[config.mk]
export PLATFORM = sky130hd
export DESIGN_NAME = qbus_arb_flat
export DESIGN_NICKNAME = d
export VERILOG_FILES = /design/src/rtl/qbus_arb_if.sv /design/src/rtl/qbus_arb.sv /design/src/flat_wrapper.sv
export SDC_FILE = /design/constraint.sdc
export NUM_CORES = 1
export LEC_CHECK = 0
export CAP_MARGIN = 20
export CORE_MARGIN = 2
export CORE_UTILIZATION = 55
export CTS_CLUSTER_DIAMETER = 80
export DETAILED_ROUTE_END_ITERATION = 7
export HOLD_SLACK_MARGIN = 0.02
export PLACE_DENSITY = 0.84
export SLEW_MARGIN = 20
export SYNTH_ARGS = -nofsm -noshare
export SYNTH_HDL_FRONTEND = slang
export SYNTH_SLANG_ARGS = --single-unit
export TNS_END_PERCENT = 20
[constraint.sdc]
create_clock -name pin_clk -period 5.8 [get_ports pin_clk]
set_clock_uncertainty 0.1 [all_clocks]
set_input_delay 0.87 -clock pin_clk [delete_from_list [all_inputs] [get_ports pin_clk]]
set_output_delay 0.87 -clock pin_clk [all_outputs]
set_load 0.02 [all_outputs]
[src/rtl/qbus_arb_if.sv]
// ============================================================================
// qbus_arb_if : Q-bus arbiter request/grant/refresh signal bundle
// Revision    : 1.0
// ============================================================================
`default_nettype none

interface qbus_arb_if;
    logic [3:0] dmr;
    logic [3:0] sack;
    logic       cpu_sync;
    logic       cpu_rply;
    logic [3:0] dmg;
    logic       cpu_hold;
    logic       dref;
    logic       gto_err;
    logic       rf_miss;

    // master: the arbiter itself; slave: the bus side (masters, CPU, DRAM)
    modport master (
        input  dmr, sack, cpu_sync, cpu_rply,
        output dmg, cpu_hold, dref, gto_err, rf_miss
    );

    modport slave (
        output dmr, sack, cpu_sync, cpu_rply,
        input  dmg, cpu_hold, dref, gto_err, rf_miss
    );
endinterface

`default_nettype wire

[src/rtl/qbus_arb.sv]
// ============================================================================
// qbus_arb : fixed-priority Q-bus DMA arbiter with DRAM refresh scheduling
// Revision : 1.0
// ============================================================================
`default_nettype none

module qbus_arb #(
    parameter int RF_PERIOD = 64,
    parameter int RF_LEN    = 4,
    parameter int GTO       = 15
) (
    input  wire logic       pin_clk,
    input  wire logic       pin_rst,
    qbus_arb_if.master      bus
);

    localparam int RW = (RF_PERIOD > 1) ? $clog2(RF_PERIOD) : 1;

    localparam logic [1:0]    c_IDLE     = 2'd0;
    localparam logic [1:0]    c_GRANT    = 2'd1;
    localparam logic [1:0]    c_OWN      = 2'd2;
    localparam logic [1:0]    c_RFSH     = 2'd3;
    localparam logic [RW-1:0] c_RF_LAST  = RW'(RF_PERIOD - 1);
    localparam logic [5:0]    c_GTO_LAST = 6'(GTO - 1);
    localparam logic [3:0]    c_LEN_LAST = 4'(RF_LEN - 1);

    logic [1:0]    r_state,   w_state_nx;
    logic [RW-1:0] r_rf_cnt;
    logic          r_rf_pend;
    logic [1:0]    r_idx,     w_idx_nx;
    logic [5:0]    r_gto_cnt, w_gto_cnt_nx;
    logic [3:0]    r_len_cnt, w_len_cnt_nx;
    logic [3:0]    r_dmg,     w_dmg_nx;
    logic          r_cpu_hold;
    logic          r_dref,    w_dref_nx;
    logic          r_gto_err, w_gto_err_nx;
    logic          r_rf_miss;

    logic          w_bus_free;
    logic          w_rf_wrap;
    logic          w_rf_take;
    logic [1:0]    w_low_idx;

    assign w_bus_free = ~bus.cpu_sync & ~bus.cpu_rply & (bus.sack == 4'b0000);
    assign w_rf_wrap  = (r_rf_cnt == c_RF_LAST);

    always_comb begin
        w_low_idx = 2'd3;
        if      (bus.dmr[0]) w_low_idx = 2'd0;
        else if (bus.dmr[1]) w_low_idx = 2'd1;
        else if (bus.dmr[2]) w_low_idx = 2'd2;
    end

    always_comb begin
        w_state_nx   = r_state;
        w_idx_nx     = r_idx;
        w_gto_cnt_nx = r_gto_cnt;
        w_len_cnt_nx = r_len_cnt;
        w_dmg_nx     = r_dmg;
        w_dref_nx    = r_dref;
        w_gto_err_nx = 1'b0;
        w_rf_take    = 1'b0;
        case (r_state)
            c_IDLE: begin
                w_dmg_nx  = 4'b0000;
                w_dref_nx = 1'b0;
                // a pending refresh beats every DMA request
                if (w_bus_free && r_rf_pend) begin
                    w_rf_take    = 1'b1;
                    w_state_nx   = c_RFSH;
                    w_dref_nx    = 1'b1;
                    w_len_cnt_nx = 4'd0;
                end else if (w_bus_free && (bus.dmr != 4'b0000)) begin
                    w_idx_nx     = w_low_idx;
                    w_state_nx   = c_GRANT;
                    w_dmg_nx     = 4'b0001 << w_low_idx;
                    w_gto_cnt_nx = 6'd0;
                end
            end
            c_GRANT: begin
                // acknowledge outranks both cancellation and timeout
                if (bus.sack[r_idx]) begin
                    w_state_nx = c_OWN;
                    w_dmg_nx   = 4'b0000;
                end else if (!bus.dmr[r_idx]) begin
                    w_state_nx = c_IDLE;
                    w_dmg_nx   = 4'b0000;
                end else if (r_gto_cnt == c_GTO_LAST) begin
                    w_state_nx   = c_IDLE;
                    w_dmg_nx     = 4'b0000;
                    w_gto_err_nx = 1'b1;
                end else begin
                    w_gto_cnt_nx = r_gto_cnt + 6'd1;
                end
            end
            c_OWN: begin
                if (!bus.sack[r_idx]) begin
                    w_state_nx = c_IDLE;
                end
            end
            default: begin
                if (r_len_cnt == c_LEN_LAST) begin
                    w_state_nx = c_IDLE;
                    w_dref_nx  = 1'b0;
                end else begin
                    w_len_cnt_nx = r_len_cnt + 4'd1;
                end
            end
        endcase
    end

    always_ff @(posedge pin_clk or posedge pin_rst) begin
        if (pin_rst) begin
            r_state    <= c_IDLE;
            r_rf_cnt   <= '0;
            r_rf_pend  <= 1'b0;
            r_idx      <= 2'd0;
            r_gto_cnt  <= 6'd0;
            r_len_cnt  <= 4'd0;
            r_dmg      <= 4'b0000;
            r_cpu_hold <= 1'b0;
            r_dref     <= 1'b0;
            r_gto_err  <= 1'b0;
            r_rf_miss  <= 1'b0;
        end else begin
            r_state    <= w_state_nx;
            r_rf_cnt   <= w_rf_wrap ? '0 : r_rf_cnt + 1'b1;
            // a request taken on the wrap edge is serviced, so it is not a miss
            r_rf_pend  <= w_rf_wrap | (r_rf_pend & ~w_rf_take);
            r_rf_miss  <= w_rf_wrap & r_rf_pend & ~w_rf_take;
            r_idx      <= w_idx_nx;
            r_gto_cnt  <= w_gto_cnt_nx;
            r_len_cnt  <= w_len_cnt_nx;
            r_dmg      <= w_dmg_nx;
            r_cpu_hold <= (w_state_nx != c_IDLE);
            r_dref     <= w_dref_nx;
            r_gto_err  <= w_gto_err_nx;
        end
    end

    assign bus.dmg      = r_dmg;
    assign bus.cpu_hold = r_cpu_hold;
    assign bus.dref     = r_dref;
    assign bus.gto_err  = r_gto_err;
    assign bus.rf_miss  = r_rf_miss;

endmodule

`default_nettype wire
[src/flat_wrapper.sv]
// flat-port wrapper written by rule: the top's interface ports become plain ports
module qbus_arb_flat 
#(
    parameter int RF_PERIOD = 64,
    parameter int RF_LEN    = 4,
    parameter int GTO       = 15
)
  (pin_clk, pin_rst, bus_dmr, bus_sack, bus_cpu_sync, bus_cpu_rply, bus_dmg, bus_cpu_hold, bus_dref, bus_gto_err, bus_rf_miss);
  qbus_arb_if bus_i ();
  input  wire logic pin_clk;
  input  wire logic pin_rst;
  input wire logic [$bits(bus_i.dmr)-1:0] bus_dmr;
  input wire logic [$bits(bus_i.sack)-1:0] bus_sack;
  input wire logic [$bits(bus_i.cpu_sync)-1:0] bus_cpu_sync;
  input wire logic [$bits(bus_i.cpu_rply)-1:0] bus_cpu_rply;
  output wire logic [$bits(bus_i.dmg)-1:0] bus_dmg;
  output wire logic [$bits(bus_i.cpu_hold)-1:0] bus_cpu_hold;
  output wire logic [$bits(bus_i.dref)-1:0] bus_dref;
  output wire logic [$bits(bus_i.gto_err)-1:0] bus_gto_err;
  output wire logic [$bits(bus_i.rf_miss)-1:0] bus_rf_miss;
  assign bus_i.dmr = bus_dmr;
  assign bus_i.sack = bus_sack;
  assign bus_i.cpu_sync = bus_cpu_sync;
  assign bus_i.cpu_rply = bus_cpu_rply;
  assign bus_dmg = bus_i.dmg;
  assign bus_cpu_hold = bus_i.cpu_hold;
  assign bus_dref = bus_i.dref;
  assign bus_gto_err = bus_i.gto_err;
  assign bus_rf_miss = bus_i.rf_miss;
  qbus_arb #(.RF_PERIOD(RF_PERIOD), .RF_LEN(RF_LEN), .GTO(GTO)) u_core (.pin_clk(pin_clk), .pin_rst(pin_rst), .bus(bus_i));
endmodule
# [After elaboration in Yosys (flattened, before gate mapping)]
# Cells that the tools add are included.
[word_totals] register_bits=29 inputBits=12 out_inout_bits=8 word_cells=93
[op_classes] n_addsub=3 magnitude_cmp=1 eq_ne=13 n_shift=1 n_mux=39 n_bitwise=11 n_reduce_logical=14
[ops] op="two-way mux 6 bit" count=6
[ops] op="two-way mux 4 bit" count=7
[ops] op="two-way mux 2 bit" count=9
[ops] op="case mux 4 bit (2 select lines)" count=2
[ops] op="adder 6 x 1 -> 6 bit, second input constant" count=2
[ops] op="case mux 6 bit (2 select lines)" count=1
[ops] op="two-way mux 1 bit" count=10
[ops] op="!= test 2 bit, second input constant" count=4
[ops] op="== test 6 x 4 -> 1 bit, second input constant" count=1
[ops] op="== test 6 bit, second input constant" count=1
[ops] op="!= test 2 x 1 -> 1 bit, second input constant" count=3
[ops] op="case mux 2 bit (3 select lines)" count=1
[ops] op="AND reduction 3 bit" count=2
[ops] op="AND reduction 6 bit" count=1
[ops] op="nonzero test 2 bit" count=3
[ops] op="AND 1 bit" count=5
[ops] op="inverter 1 bit" count=5
[ops] op="adder 4 x 1 -> 4 bit, second input constant" count=1
[ops] op="binary-select mux 1 bit (select 2 bit)" count=2
[ops] op="== test 4 x 2 -> 1 bit, second input constant" count=1
[ops] op="logical NOT 4 bit" count=1
[ops] op="!= test 4 x 3 -> 1 bit, second input constant" count=1
[ops] op="AND reduction 2 bit" count=2
[ops] op="nonzero test 4 bit" count=1
[ops] op="9 further kinds" count=10

# [Depth between registers and ports, before layout]
[depth] word_depth=9 depth_mapped=8 ltp_nobuf=7

# [Worst setup path before layout]
# OpenSTA, ideal clock, no wires.
[synth_timing] path_type="input -> register" startpoint="in bus_dmr[1]" endpoint="reg u_core.r_gto_cnt[2]" setup_time_ns=0.123 t_arrival_ns=2.220 required_time_ns=5.577 path_slack_ns=3.357 cell_stages=6 n_path_buf=1 path_cell_list="or4_4 > and4b_1 > buf_6 > mux2_4 > a31oi_1 > a21oi_1"
[synth_between] elab_chain_cells=4 elab_cells_between_ends=7 cone_classes="2 x eq/ne; 2 x mux; 3 x reduce/logical"
[synth_rtl] item="start: declaration" line_no="flat_wrapper.sv:12" text="input wire logic [$bits(bus_i.dmr)-1:0] bus_dmr;"
[synth_rtl] item="binary-select mux 1 bit (select 2 bit) or nonzero test 4 bit (tied branches)" line_no="qbus_arb.sv:85, qbus_arb.sv:73"
[synth_rtl] item="two-way mux 1 bit (implied by the code) or logical AND 1 bit (tied branches)" line_no="qbus_arb.sv:85, qbus_arb.sv:73"
[synth_rtl] item="!= test 2 x 1 -> 1 bit (no source line)"
[synth_rtl] item="AND reduction 6 bit (no source line) (*)"
[synth_rtl] item="end signal: assignment" line_no="qbus_arb.sv:132" text="r_gto_cnt <= w_gto_cnt_nx;"
[synth_rtl] item="end: declaration" line_no="qbus_arb.sv:31" text="logic [5:0] r_gto_cnt, w_gto_cnt_nx;"
# Every way passes the cells marked *; elsewhere a longest branch is shown, timed or not. The select of a mux whose other input is x is not followed.
# A chain may end at the register's enable or synchronous reset.

# [Worst setup path in the final report]
[layout_timing] startpoint="in bus_sack[0]" endpoint="reg u_core.r_gto_cnt[3]"
[layout_between] elab_chain_cells=5 elab_cells_between_ends=10 cone_classes="3 x eq/ne; 2 x mux; 1 x bitwise; 4 x reduce/logical"
[layout_rtl] item="start: declaration" line_no="flat_wrapper.sv:13" text="input wire logic [$bits(bus_i.sack)-1:0] bus_sack;"
[layout_rtl] item="logical NOT 4 bit" line_no="qbus_arb.sv:44" text="assign w_bus_free = ~bus.cpu_sync & ~bus.cpu_rply & (bus.sack == 4'b0000);"
[layout_rtl] item="AND 1 bit" line_no="qbus_arb.sv:44"
[layout_rtl] item="logical AND 1 bit (on tied branches)" line_no="qbus_arb.sv:68, qbus_arb.sv:73"
[layout_rtl] item="!= test 2 bit (no source line) or != test 2 x 1 -> 1 bit (tied branches)"
[layout_rtl] item="AND reduction 6 bit (no source line) (*)"
# Marks and branches as above.

==> results.py <==
metrics = {
    "logic_synthesis": {
        "synth_common_cells": "29 x dfrtp_1, 24 x nand2_1, 13 x o21ai_0",
        "ys_ff_latch": 29,
        "syn-num-nets": 193,
        "synth_mux_area_share_pct": 7.54,
        "synth_async_sr_flop_share_pct": 100,
        "synth_compound_area_share_pct": 14.8,
        "synth_edf_count": 0,
        "synth_xor_area_share_pct": 2.61,
        "synth.most_common_cell": "dfrtp_1",
        "synthFlopType": "dfrtp_1",
        "synth_fa_ha_area_share_pct": 5.97,
        "synth_area_um2": 1680,
        "synth_top_area_share_pct": 43.3,
        "ys_types": 45,
        "ys_warn_count": 0,
        "yosysTopAreaCell": "dfrtp_1",
        "synth_area_leaders": "dfrtp_1 43%, ha_1 6.0%, nand2_1 5.4%",
        "syn_inst": 173,
        "yosysSeqAreaShare_pct": 43.3,
        "synth-simple-area-share_pct": 22.6,
        "synth_top_family_by_area": "simple AND/OR/NAND/NOR gates",
        "avgSynthCellArea_um2": 9.69,
    },
    "power": {
        "p_leak_nw": 0.792,
        "power_density_nw_per_um2": 301,
        "power.total_uw": 580,
        "ir_drop_mv": 0.204,
    },
    "detailed_routing": {
        "viasPerCell": 6.06,
        "first_pass_iters": 4,
        "drc": 0,
        "wl_per_cell_um": 15.0,
        "detail-route-antenna-nets": 0,
        "drt_iter0_drc": 62,
        "wl_um": 3400,
        "num_vias": 1369,
    },
    "finish": {
        "num-nets-final": 214,
        "antenna_cells": 0,
        "area_growth_syn_to_layout_pct": 14.7,
        "final_util_pct": 64.6,
        "finalNonFillerCells": 226,
        "nFillCells": 249,
        "multi_input_area_um2": 897,
        "regArea_um2": 726,
        "drive_gt1_share_pct": 7.77,
    },
    "sta": {
        "hold_viol_final": 0,
        "setup_viol": 0,
        "finalMaxSlewViolations": 0,
        "fin_setup_tns_ns": 0,
        "period_minus_slack_ns": 2.76,
        "worst-slew-pin-transition_ns": 0.646,
        "fmax_mhz": 362,
        "finalCritPeriodShare_pct": 47.6,
        "rsz0062_at_grt": "no",
        "slew_headroom_pct": 56.9,
    },
    "clocking": {
        "cts_buffers": 5,
        "clock-sinks": 29,
        "ctsHoldBuffers": 0,
        "ctsLongestPathBuffers": 2,
        "post_cts_buffers": 0,
        "cts-root-buf": "clkbuf_4",
        "cts_resized": 0,
        "clkLatencyLatePin_ns": 0.32,
        "htree_num_levels": 2,
        "cts_tree": "done",
        "cts.clk_slew.worst_paths_ns": 0.08,
    },
    "grt": {
        "grt_max_degree": 30,
        "grt_pass1_vias": 1389,
        "grt_pass1_wl_um": 5850,
        "overflow": 0,
        "grt_usage_pct": 22.1,
        "antenna_found_initial": 0,
    },
    "place": {
        "portBuffers": 19,
        "dp_hpwl_um": 2530,
        "dp_cells": 220,
        "gp_congestion": 0.881,
    },
    "worst_setup_path": {
        "critPathArrivalTime_ns": 2.88,
        "start_kind": "input port",
        "critical_path_class": "input port to flop",
        "r2r-start": "u_core.r_state[1]",
        "crit_end": "u_core.r_gto_cnt[3]",
        "critical_path_required_ns": 5.92,
        "endpoint_kind": "flop",
        "path_max_fanout": 7,
        "r2r_cells": 6,
        "reg2reg_setup_slack_ns": 3.55,
        "r2r-end": "u_core.r_len_cnt[0]",
        "startpoint": "bus_sack[0]",
    },
    "die": {
        "pin_count": 20,
        "rows": 20,
        "initial_utilization_pct": 56.3,
        "dieArea_um2": 3510,
        "coreArea_um2": 2980,
        "die_x_um": 59.2,
        "die_y_um": 59.2,
    },
    "min_path": {
        "worstHoldPathType": "flop to flop",
    },
    "job": {
        "cap_viol_max_count": 0,
    },
    "status": {
        "status": "finished, final reports clean",
    },
}
## area by class of cell
type / instances / share of cell area [%]
inverters: 7 / 1.37
clock inverters: 1 / 0.260
multi-input cells: 132 / 46.6
clock buffers: 5 / 1.95
well taps: 33 / 2.15
flip-flops and latches: 29 / 37.7
repair buffers: 19 / 9.89
## worst max-delay path, cell delays in order
cell	delay, ns
clkdlybuf4s50_1	0.44
nor4_1	0.49
and4b_1	0.45
mux2_4	0.26
nand2_1	0.08
o31ai_1	0.28
## cell usage in the layout (no fill, tap or decap), types with 3 or more instances in the layout
| cell type | instances |
|---|---|
| clkdlybuf4s50_1 | 19 |
| inv_1 | 6 |
| mux2i_1 | 4 |
| nor3_1 | 3 |
| a21oi_1 | 3 |
| nand4_1 | 3 |
| nand2_1 | 24 |
| nor2_1 | 11 |
| ha_1 | 8 |
| nand2b_1 | 4 |
| xor2_1 | 4 |
| nor3b_1 | 3 |
| clkbuf_4 | 5 |
| nand3_1 | 12 |
| and3_1 | 3 |
| o21ai_0 | 13 |
| dfrtp_1 | 29 |
| o31ai_1 | 5 |
## where the power goes
part           switching (mW)  internal [mW]  total (mW)
Combinational           0.115         0.0870       0.202
Clock                  0.0638         0.0419       0.106
Sequential             0.0361          0.236       0.272
Total                   0.214          0.365       0.580
## metrics by stage
step | hold WS, ns | setup WS [ns] | cell area [µm²]
2_1_floorplan | 0.345 | 3.36 | 1680
3_3_place_gp | 0.362 | 2.78 | 1880
3_5_place_dp | 0.369 | 2.75 | 1880
4_1_cts | 0.390 | 3.08 | 1920
5_1_grt | 0.415 | 2.93 | 1920
6_report | 0.381 | 3.04 | 1920
## metal layers
layer | global-route usage, % | share of wire [%]
met1 | 25.9 | 43
met2 | 38.3 | 51
met3 | 6.33 | 4.1
met4 | 8.12 | 1.4
met5 | 0 | 0
## how the worst min path moves through the flow
stage | startpoint | end | slack [ns] | cells past startpoint
after floorplan | u_core.r_rf_cnt[5] | u_core.r_rf_cnt[5] | 0.34 | 1
after global placement | u_core.r_rf_cnt[5] | u_core.r_rf_cnt[5] | 0.36 | 1
after detailed placement | u_core.bus.dmg[3] | u_core.bus.dmg[3] | 0.37 | 2
after CTS | u_core.bus.dmg[3] | u_core.bus.dmg[3] | 0.39 | 2
after global routing | u_core.r_rf_cnt[4] | u_core.r_rf_cnt[4] | 0.41 | 1
final | u_core.bus.dmg[3] | u_core.bus.dmg[3] | 0.38 | 2
## logic make-up (layout without fill, tap and decap cells)
| group | count (synthesis) | count (layout) |
|---|---|---|
| simple gates | 74 | 74 |
| mux | 8 | 8 |
| buf+inv | 12 | 32 |
| fa+ha+maj | 8 | 8 |
| xor+xnor | 5 | 5 |
| flops | 29 | 29 |
| compound gates | 37 | 37 |
## registers in the layout, indices dropped and copies added, names as in the netlist
register and flops:
u_core.bus.gto_err 1, u_core.bus.dmg 4, u_core.r_rf_pend 1, u_core.bus.dref 1
u_core.r_len_cnt 4, u_core.r_idx 2, u_core.bus.rf_miss 1, u_core.bus.cpu_hold 1
u_core.r_state 2, u_core.r_rf_cnt 6, u_core.r_gto_cnt 6
Power figures use the tool's default switching activity.
